## src/rtl/decode_sched_pkg.sv

```systemverilog
// Shared types and default latencies for the decode-stage issue scheduler.
package decode_sched_pkg;

  typedef enum logic [1:0] {
    RUN   = 2'd0,
    DRAIN = 2'd1,
    HALT  = 2'd2
  } state_t;

  typedef logic [2:0] reg_idx_t;
  typedef logic [2:0] cnt_t;

  localparam int NREGS       = 8;
  localparam int ALU_LAT_DEF = 3;
  localparam int LD_LAT_DEF  = 4;

endpackage

```

## src/rtl/decode_sched_sb_entry.sv

```systemverilog
// One scoreboard entry: writeback countdown plus the busy decision for readers.
// With DECODE_SCHED_FWD_EN defined, a writer-type bit relaxes busy to the forwarding window.
module sb_entry
  import decode_sched_pkg::*;
(
  input  logic clk,
  input  logic rst,
  input  logic ld,
  input  cnt_t ld_val,
  input  logic ld_is_load,
  output cnt_t cnt,
  output logic busy
);

  always_ff @(posedge clk or posedge rst) begin
    if (rst) begin
      cnt <= '0;
    end else if (ld) begin
      cnt <= ld_val;
    end else if (cnt != '0) begin
      cnt <= cnt - 3'd1;
    end
  end

`ifdef DECODE_SCHED_FWD_EN
  logic is_ld;

  always_ff @(posedge clk or posedge rst) begin
    if (rst) begin
      is_ld <= 1'b0;
    end else if (ld) begin
      is_ld <= ld_is_load;
    end
  end

  // Load results forward one cycle later than ALU results.
  assign busy = is_ld ? (cnt > 3'd1) : (cnt > 3'd2);
`else
  logic unused_is_load;

  assign unused_is_load = ld_is_load;
  assign busy           = (cnt != '0);
`endif

endmodule

```

## src/rtl/decode_sched.sv

```systemverilog
// Decode-stage issue scheduler: per-register writeback scoreboard, hazard stall and HALT drain.
// Optional feature macro: DECODE_SCHED_FWD_EN (forwarding-aware busy window).
module decode_sched
  import decode_sched_pkg::*;
#(
  parameter int ALU_LAT = ALU_LAT_DEF,
  parameter int LD_LAT  = LD_LAT_DEF
) (
  input  logic       clk,
  input  logic       rst,
  input  logic       id_valid,
  input  logic [2:0] id_rs,
  input  logic [2:0] id_rt,
  input  logic       id_rs_used,
  input  logic       id_rt_used,
  input  logic [2:0] id_rd,
  input  logic       id_rd_wen,
  input  logic       id_is_load,
  input  logic       id_halt,
  input  logic       flush,
  output logic       stall,
  output logic       issue,
  output logic       halted,
  output logic [7:0] pending
);

  state_t             state;
  state_t             state_nxt;
  cnt_t               cnt [NREGS];
  logic [NREGS-1:0]   busy;
  logic [NREGS-1:0]   ld;
  cnt_t               new_lat;
  logic               hazard;

  assign new_lat = id_is_load ? cnt_t'(LD_LAT) : cnt_t'(ALU_LAT);

  // WAW check keeps an older, longer-latency writer from retiring after a younger one.
  assign hazard = (id_rs_used & busy[id_rs])
                | (id_rt_used & busy[id_rt])
                | (id_rd_wen & (cnt[id_rd] > new_lat));

  assign stall = id_valid & ~flush & (hazard | (state != RUN));
  assign issue = id_valid & ~flush & ~hazard & (state == RUN);

  always_comb begin
    ld = '0;
    if (issue && id_rd_wen) begin
      ld[id_rd] = 1'b1;
    end
  end

  for (genvar i = 0; i < NREGS; i++) begin : g_ent
    sb_entry u_ent (
      .clk        (clk),
      .rst        (rst),
      .ld         (ld[i]),
      .ld_val     (new_lat),
      .ld_is_load (id_is_load),
      .cnt        (cnt[i]),
      .busy       (busy[i])
    );
    assign pending[i] = (cnt[i] != '0);
  end

  always_ff @(posedge clk or posedge rst) begin
    if (rst) begin
      state <= RUN;
    end else begin
      state <= state_nxt;
    end
  end

  always_comb begin
    state_nxt = state;
    case (state)
      RUN:     if (issue && id_halt) state_nxt = DRAIN;
      DRAIN:   if (pending == '0) state_nxt = HALT;
      HALT:    state_nxt = HALT;
      default: state_nxt = RUN;
    endcase
  end

  assign halted = (state == HALT);

endmodule

```

## config.mk

```make
export PLATFORM = sky130hd
export DESIGN_NAME = decode_sched
export DESIGN_NICKNAME = d
export VERILOG_FILES = /design/src/rtl/decode_sched_pkg.sv /design/src/rtl/decode_sched_sb_entry.sv /design/src/rtl/decode_sched.sv
export SDC_FILE = /design/constraint.sdc
export NUM_CORES = 1
export LEC_CHECK = 0
export CORE_ASPECT_RATIO = 0.9
export CORE_MARGIN = 4
export CORE_UTILIZATION = 30
export DETAILED_ROUTE_END_ITERATION = 6
export PLACE_DENSITY = 0.56
export SLEW_MARGIN = 20
export SYNTH_ARGS = -nofsm -noshare
export SYNTH_HDL_FRONTEND = slang
export SYNTH_SLANG_ARGS = --single-unit
```

## constraint.sdc

```tcl
create_clock -name clk -period 3.3 [get_ports clk]
set_clock_uncertainty 0.15 [all_clocks]
set_input_delay 0.66 -clock clk [delete_from_list [all_inputs] [get_ports clk]]
set_output_delay 0.66 -clock clk [all_outputs]
set_load 0.02 [all_outputs]
```

; After elaboration in Yosys (flattened, before gate mapping)
; Index checks and enable logic that the tools add are counted.
[op_classes]
reduce_logical = 23
n_lt_le_gt_ge = 6
add_sub_neg = 8
mux = 30
n_eq_ne = 4
bitwise = 13
[ops]
columns = operator, n
row1 = $mux W3, 19
row2 = $reduce_bool A3 Y1, 8
row3 = $sub A3 B1 Y3 const B, 8
row4 = $reduce_bool A2 Y1, 9
row5 = $lt A3 B4 Y1 const B, 3
row6 = $bmux W3 S3, 1
row7 = $logic_not A8 Y1, 1
row8 = $mux W8, 1
row9 = $and A1 B1 Y1, 7
row10 = $bmux W1 S3, 2
row11 = $pmux W2 S3, 1
row12 = $ge A4 B4 Y1 const B, 1
row13 = $mux W2, 2
row14 = $not A3 Y4, 1
row15 = $demux W1 S3, 1
row16 = $ge A3 B1 Y1 const B, 1
row17 = $gt A3 B3 Y1, 1
row18 = $logic_and A1 B1 Y1, 3
row19 = $mux W1, 3
row20 = $or A1 B1 Y1, 3
row21 = $eq A2 B1 Y1 const B, 1
row22 = $eq A2 B2 Y1 const B, 1
row23 = $logic_not A2 Y1, 1
row24 = $ne A2 B1 Y1 const B, 1
row25 = other kinds (3), 4
[totals]
wordCells = 93
inputBits = 18
output_inout_bits = 11
register_bits = 26

; Longest topological paths before layout
; Gate-level depths: netlist of the first run.
[logic_depth]
ltp_word = 13
ltp_mapped = 11

; Cells and area by module
; Synthesis of the first run repeated with hierarchy kept, for this count alone.
[unflattened]
hier_cells = 247
hier_area_um2 = 2347.3
[by_module_without_submodules]
columns = mod, instances, area_each_um2, cells_per_inst
row1 = sb_entry, 8, 200.2, 21
row2 = decode_sched, 1, 745.7, 79

; Worst setup path after synthesis of the first run
; Ideal clock, no wire load.
[synth_path]
kind = input port to output port
start = input port id_rd[1]
end = output port issue
slack_ns = -0.298
n_path_buf = 0
arrival_time_ns = 2.788
path_stages = 11
path_cell_list = and3_1 > a22o_1 > a221oi_1 > nand3_1 > ha_1 > nor2b_1 > o21ai_0 > a21oi_1 > nor2_1 > nand3_1 > nor2_1
[synth_via]
elab_chain_len = 10
[synth_lines]
columns = item, line_no
row1 = from (decl), decode_sched.sv:16  ; input logic [2:0] id_rd,
row2 = $not A3 Y4 (not written as such), decode_sched.sv:40  ; | (id_rd_wen & (cnt[id_rd] > new_lat));
row3 = $bmux W3 S3, decode_sched.sv:40
row4 = $mux W3 (not written as such) (2 in a row), decode_sched.sv:40
row5 = $gt A3 B3 Y1, decode_sched.sv:40
row6 = $and A1 B1 Y1, decode_sched.sv:40
row7 = $or A1 B1 Y1, decode_sched.sv:40
row8 = $not A1 Y1, decode_sched.sv:43  ; assign issue = id_valid & ~flush & ~hazard & (state == RUN);
row9 = $and A1 B1 Y1 (2 in a row), decode_sched.sv:43
row10 = to (decl), decode_sched.sv:22  ; output logic issue,
; No other way between the ends. The select of a mux whose other input is x is not followed.

; Final worst setup path of the first run
; Ends and elaborated chain as after synthesis.

==> out/summary.txt, run 1 <==
Power Density = 204.6 nW/um^2
Reg2Reg Launch Point = g_ent[7].u_ent.cnt[1]
Final ANT Viol Nets = 0
Failing checks = setup timing
GP Congestion = 0.8453
Maximum fanout along the worst path = 6
Mapped Area = 2303 um^2
CP Launch Point = id_rd[1]
Slowest stage cell, crit path = ha_1
Net switching power = 164.3 uW
Min-delay src = g_ent[2].u_ent.cnt[0]
Die H = 91.13 um
Share of power burned in registers = 49.2%
Setup CP Type = in2out
Synthesized area per cell = 9.518 um^2
Clock share of power = 33.5%
Seq cells post-synth = 26
FFs w/ async S/R, synth = 100.0%
Post-synth top flop = dfrtp_1
Setup slack after layout = -5.932 ps
Ratio of cells with drive above 1 in the final layout = 29.62%
Initial antenna violation count = 0
Area grow syn2layout = 37.21%
Internal Power = 482.2 uW
DRC viols = 0
Yosys Warn Count = 0
Sequential area share after synthesis = 28.25%
Crit path max-delay family = simple AND/OR/NAND/NOR gates
Fin Setup TNS = -8.732 ps
# H-tree levels = 1
Total clock buffers created by CTS = 3
Startpoint types = input port
Largest net degree at the start of global routing = 27
Final hold slack = 471.8 ps
Worst setup EP type = output pin
# IOs = 29
Port-buffer cells = 28
Synth cell types = 49
Die area = 9146 um^2
Critical-path cell list = buf_6 -> buf_4 -> and3b_1 -> a22oi_1 -> nand3_1 -> ha_1 -> nor2b_1 -> o21ai_1 -> a21oi_2 -> nor2_4 -> nand3_2 -> nor2_4 -> buf_6
# diodes = 0
DRT Pass-1 Iters = 4
Clock transition at the registers of the reported paths = 100 ps
Switching Fraction = 25.41%
Combinational Power Share = 17.2%
Clock Sinks = 26
Synth Instances = 242
Upper clock frequency limit = 0.3025 GHz
Critical Path AT = 2500 ps
Critical Path RT = 2490 ps
Hold Buf Count CTS = 0
Syn nets = 282
Final setup vio count = 2
Final-layout fill cell count = 773
Final period util = 100.2%
Worst-Margin Slew = 435.3 ps
Crit path largest cell delay = 290 ps
CTS tree = built
Worst-Skew Late Latency = 280 ps
DIE WIDTH = 100.4 um
RSZ-0062 raised after global routing = true
Std-Cell Rows = 30
Final Hold Viols = 0
Longest Clk Path Bufs = 2
Vias in the first global route = 2007
Initial DRC count = 174
Nets@finish = 355
Global Route Usage Sum = 14.14%
Via Count = 1999
Commonest non-fill, non-tap cell in the layout = buf_4
Post-synth EDFFs = 0
Grt total ovfl = 0
Final HPWL DP = 5.081 mm
Worst Hold Class = reg2reg
Commonest cells after routing, fill and taps aside = 56 x buf_4, 33 x mux2i_1, 26 x dfrtp_1, 23 x inv_1
VDD IR max = 0.1481 mV
Drt wl/cell = 15.45 um
# Max-Cap Violations = 0
Max_slew headroom = 70.90%
Initial core utilization = 30.68%
Status = complete, but fails checks
Core Region = 7507 um^2
Leakage = 0.001625 uW
WL final = 6.335 mm
Final Critical Period = 3306 ps
Slew Limit Fails = 0
Post-layout util = 42.10%
Bufs and invs on worst path = 3
First-pass GRT wire length = 10.15 mm
Vias per cell = 4.876
Clk root buf = clkbuf_8
==> through the flow <==
| step | instance area, um^2 | total power, uW | instances | setup WS, ps |
|---|---|---|---|---|
| after floorplan | 2340 | 362.8 | 242 | 36.91 |
| after global placement | 2997 | 424.1 | 401 | -965.2 |
| after detailed placement | 2997 | 425.5 | 401 | -1015 |
| after global routing | 3161 | 676.0 | 410 | -133.5 |
| final | 3161 | 646.5 | 410 | -5.932 |
| after CTS | 3117 | 654.7 | 410 | -83.12 |
==> registers in the layout, summed over array words and instances (netlist names) <==
register,flops
g_ent.u_ent.cnt,24
state,2
==> power groups by stage <==
stage | Combinational, uW | Sequential, uW | Clock, uW
2_1_floorplan | 38.1 | 325 | 0
3_3_place_gp | 99.5 | 325 | 0
3_5_place_dp | 101 | 325 | 0
4_1_cts | 108 | 318 | 228
5_1_grt | 122 | 318 | 236
6_report | 111 | 318 | 217
==> tightest hold or removal path, stage by stage (launching register included) <==
cell and delay (ps):
dfrtp_1 400, xnor2_1 130, mux2i_1 60
==> area by class of cell <==
| type | count | area [um^2] | area share (%) |
|---|---|---|---|
| Clock buffer | 4 | 55.05 | 1.742 |
| Inverter | 24 | 90.09 | 2.850 |
| Tap cell | 96 | 120.1 | 3.800 |
| Multi-Input combinational cell | 176 | 1533 | 48.50 |
| Sequential cell | 26 | 650.6 | 20.59 |
| Timing Repair Buffer | 84 | 711.9 | 22.53 |
==> metal layers <==
metal	share of wire, %	vias up	routed length, um	global-route usage (%)
met5	0	-	0	0
met4	0.43	0	27	1.684
met3	6.0	4	382	2.765
met2	47	48	2983	23.23
met1	46	938	2942	19.71
li1	-	1009	-	-
==> path summary, 6_finish.rpt <==
kind,cells past startpoint,slack [ps],end
worst max-delay path,13,-6,issue
worst max register to register,12,220,state[1]
worst min-delay path,2,470,g_ent[2].u_ent.cnt[0]
min in group asynchronous,3,590,g_ent[4].u_ent.cnt[0]
max in group asynchronous,3,2120,state[1]
worst min register to register,2,470,g_ent[2].u_ent.cnt[0]
==> cell usage after synthesis (2+ instances only) <==
| library cell | number | area [um^2] |
|---|---|---|
| ha_1 | 22 | 275.3 |
| a21oi_1 | 4 | 20.02 |
| buf_4 | 10 | 75.07 |
| a22oi_1 | 6 | 45.04 |
| nand3_1 | 5 | 25.02 |
| o21ai_0 | 11 | 55.05 |
| a22o_1 | 3 | 26.28 |
| nand3b_1 | 2 | 15.01 |
| or3b_2 | 2 | 17.52 |
| inv_1 | 23 | 86.33 |
| a221oi_1 | 3 | 26.28 |
| nand2b_1 | 4 | 25.02 |
| buf_6 | 2 | 22.52 |
| and3b_1 | 2 | 17.52 |
| xnor2_1 | 8 | 70.07 |
| nor3b_1 | 4 | 30.03 |
| nand2b_4 | 3 | 41.29 |
| dfrtp_1 | 26 | 650.6 |
| mux2i_1 | 33 | 330.3 |
| nor2b_1 | 3 | 18.77 |
| and3_1 | 9 | 56.30 |
| nand4_1 | 7 | 43.79 |
| nand2_1 | 12 | 45.04 |
| or4_4 | 2 | 22.52 |
| clkbuf_1 | 2 | 7.510 |
| nor2_1 | 11 | 41.29 |
==> repair_timing <==
| action | CTS | global route |
|---|---|---|
| endpoints found under the setup margin | 4 | 4 |
| pin swaps | 12 | 8 |
| gates resized for setup | 36 | 9 |
| setup buffers | 5 | 0 |
==> kinds of logic (layout without fill, tap and decap cells) <==
| family | Yosys count | count (layout) | share of synthesized area, % |
|---|---|---|---|
| compound gates | 38 | 38 | 11.68 |
| xor+xnor | 8 | 8 | 3.042 |
| fa+ha+maj | 22 | 22 | 11.95 |
| buf+inv | 40 | 112 | 9.397 |
| flops | 26 | 26 | 28.25 |
| mux | 34 | 34 | 15.32 |
| simple gates | 74 | 74 | 20.37 |
(Power assumes the default switching activity.)
==> run 2: changes to the inputs <==
--- a/config.mk
+++ b/config.mk
@@ -5,11 +5,13 @@
 export SDC_FILE = /design/constraint.sdc
 export NUM_CORES = 1
 export LEC_CHECK = 0
+export CELL_PAD_IN_SITES_DETAIL_PLACEMENT = 1
+export CELL_PAD_IN_SITES_GLOBAL_PLACEMENT = 1
 export CORE_ASPECT_RATIO = 0.9
 export CORE_MARGIN = 4
-export CORE_UTILIZATION = 30
+export CORE_UTILIZATION = 39
 export DETAILED_ROUTE_END_ITERATION = 6
-export PLACE_DENSITY = 0.56
+export PLACE_DENSITY = 0.83
 export SLEW_MARGIN = 20
 export SYNTH_ARGS = -nofsm -noshare
 export SYNTH_HDL_FRONTEND = slang
==> run 2 against run 1 <==
The flow still finishes with violations (setup timing). Register-to-register slack got worse by 150 ps. Critical path depth fell by 4. Hold slack improved by 14 ps. First-iteration DRC count fell by 7.5%. Clock power rose by 6%. Combinational power rose by 16%. Routed wire length rose by 31%. Sequential cell count did not move. Clock-buffer cell count did not move. Critical path type unchanged. Critical endpoint is now stall. Highest routed layer unchanged.
==> out/summary.txt, run 2 (synthesis results as in run 1) <==
Status = complete, but fails checks
Failing checks = setup timing
Grt total ovfl = 0
Worst Hold Class = reg2reg
Worst setup EP type = output pin
Die H = 80.91 um
Grt peak-use layer = met2
Met1 Resource Use GR = 27.68%
Slew Limit Fails = 0
PnR Total Power = 677.7 uW
DRC viols = 0
Hold depth = 2
Final Hold Viols = 0
Ratio of cells with drive above 1 in the final layout = 32.47%
Clock Sinks = 26
Via Count = 2194
Startpoint types = input port
Initial core utilization = 40.46%
Final-layout fill cell count = 644
First-pass GRT wire length = 12.61 mm
Nets@finish = 349
Final Critical Period = 3539 ps
Area of the multi-input gates = 1617 um^2
Final non-filler cell total = 378
GRT met3 Usage = 4.564%
Clk root buf = clkbuf_8
Dpl cells = 368
Commonest cells after routing, fill and taps aside = 49 x buf_4, 33 x mux2i_1, 26 x dfrtp_1, 23 x inv_1, 21 x clkdlybuf4s50_1
RSZ-0062 raised after global routing = true
Longest Clk Path Bufs = 2
GP Congestion = 0.9102
Largest regs = g_ent.u_ent.cnt x24, state x2
DIE WIDTH = 89.01 um
Port-buffer cells = 28
Final ANT Viol Nets = 0
Largest register FFs = 24
Upper clock frequency limit = 0.2826 GHz
Drt wl/cell = 21.98 um
Leakage = 0.001621 uW
Setup CP Type = in2out
WL final = 8.307 mm
Largest net degree at the start of global routing = 27
# H-tree levels = 1
# IOs = 29
Clock transition at the registers of the reported paths = 100 ps
Worst-Margin Slew = 601.6 ps
Met2 Use GR = 41.25%
Post-layout util = 55.76%
Final HPWL DP = 5.694 mm
Worst-Skew Late Latency = 290 ps
Critical Path AT = 2730 ps
Hold Buf Count CTS = 0
Initial DRC count = 161
Std-Cell Rows = 26
Maximum fanout along the worst path = 9
Total clock buffers created by CTS = 3
Fin Setup TNS = -604.5 ps
CTS tree = built
Vias per cell = 5.804
VDD IR max = 0.1613 mV
Reg2reg path depth = 13
Power Density = 213.5 nW/um^2
DRT Pass-1 Iters = 4
Core Region = 5693 um^2
Final setup vio count = 4
Max_slew headroom = 59.89%
# Max-Cap Violations = 0
Setup slack after layout = -238.5 ps
Final hold slack = 485.6 ps
Vias in the first global route = 2420
Commonest non-fill, non-tap cell in the layout = buf_4
# diodes = 0
Initial antenna violation count = 0
Area grow syn2layout = 37.81%
Final period util = 107.2%
Die area = 7202 um^2
Critical Path RT = 2490 ps
Biggest register = g_ent.u_ent.cnt
Reg area = 650.6 um^2
Global Route Usage Sum = 23.18%
## run 2: changes by cell type in the layout (fill, tap and decap cells not counted), moves of 2 or more
cell     before  now
a22oi_1       6    4
a22oi_2       0    2
buf_4        56   49
ha_1         21   19
ha_4          1    3
nand3_1       4    2
nand3_2       1    3
## run 2: area by class of cell
class | count | area share [%]
clock buffer | 4 | 1.734
inverter | 24 | 2.956
multi-input combinational | 176 | 50.93
sequential | 26 | 20.50
tap | 70 | 2.759
timing repair buffer | 78 | 21.13
## run 2: repair_timing
action                                  CTS  global route
setup buffers                             5             2
resized for setup                        42            21
endpoints found under the setup margin   28             4
pin swaps                                12            10
## run 2: per-stage QoR
step | cell area (um^2) | setup slack [ps]
final | 3174 | -238.5
after CTS | 3055 | -160.6
after detailed placement | 2912 | -1108
after floorplan | 2340 | 36.91
after global placement | 2912 | -998.5
after global routing | 3174 | -261.7
## run 2: layer usage
metal	vias to the layer above	wire length, um
met2	65	4433
met1	1121	3328
met3	13	431
li1	995	-
met5	-	0
met4	0	113
## run 2: worst max-delay path: stages
cell	delay [ps]
clkdlybuf4s50_1	530
buf_4	170
nand2_1	80
o21ai_0	410
o32ai_2	190
a31oi_2	220
buf_6	180
a31oi_2	90
buf_4	190
## run 2: worst paths after layout
path                                  startpoint                    end  slack, ps
max                                     id_rt[0]                  stall       -240
min                        g_ent[4].u_ent.cnt[0]  g_ent[4].u_ent.cnt[0]        490
max reg2reg                g_ent[7].u_ent.cnt[1]               state[1]         70
min reg2reg                g_ent[4].u_ent.cnt[0]  g_ent[4].u_ent.cnt[0]        490
max in group asynchronous                    rst  g_ent[0].u_ent.cnt[1]       2130
min in group asynchronous                    rst  g_ent[6].u_ent.cnt[0]        590
## run 2: power by group
group | internal, uW | switching, uW
logic | 61.5 | 67.4
registers | 318 | 0
clock network | 107 | 123
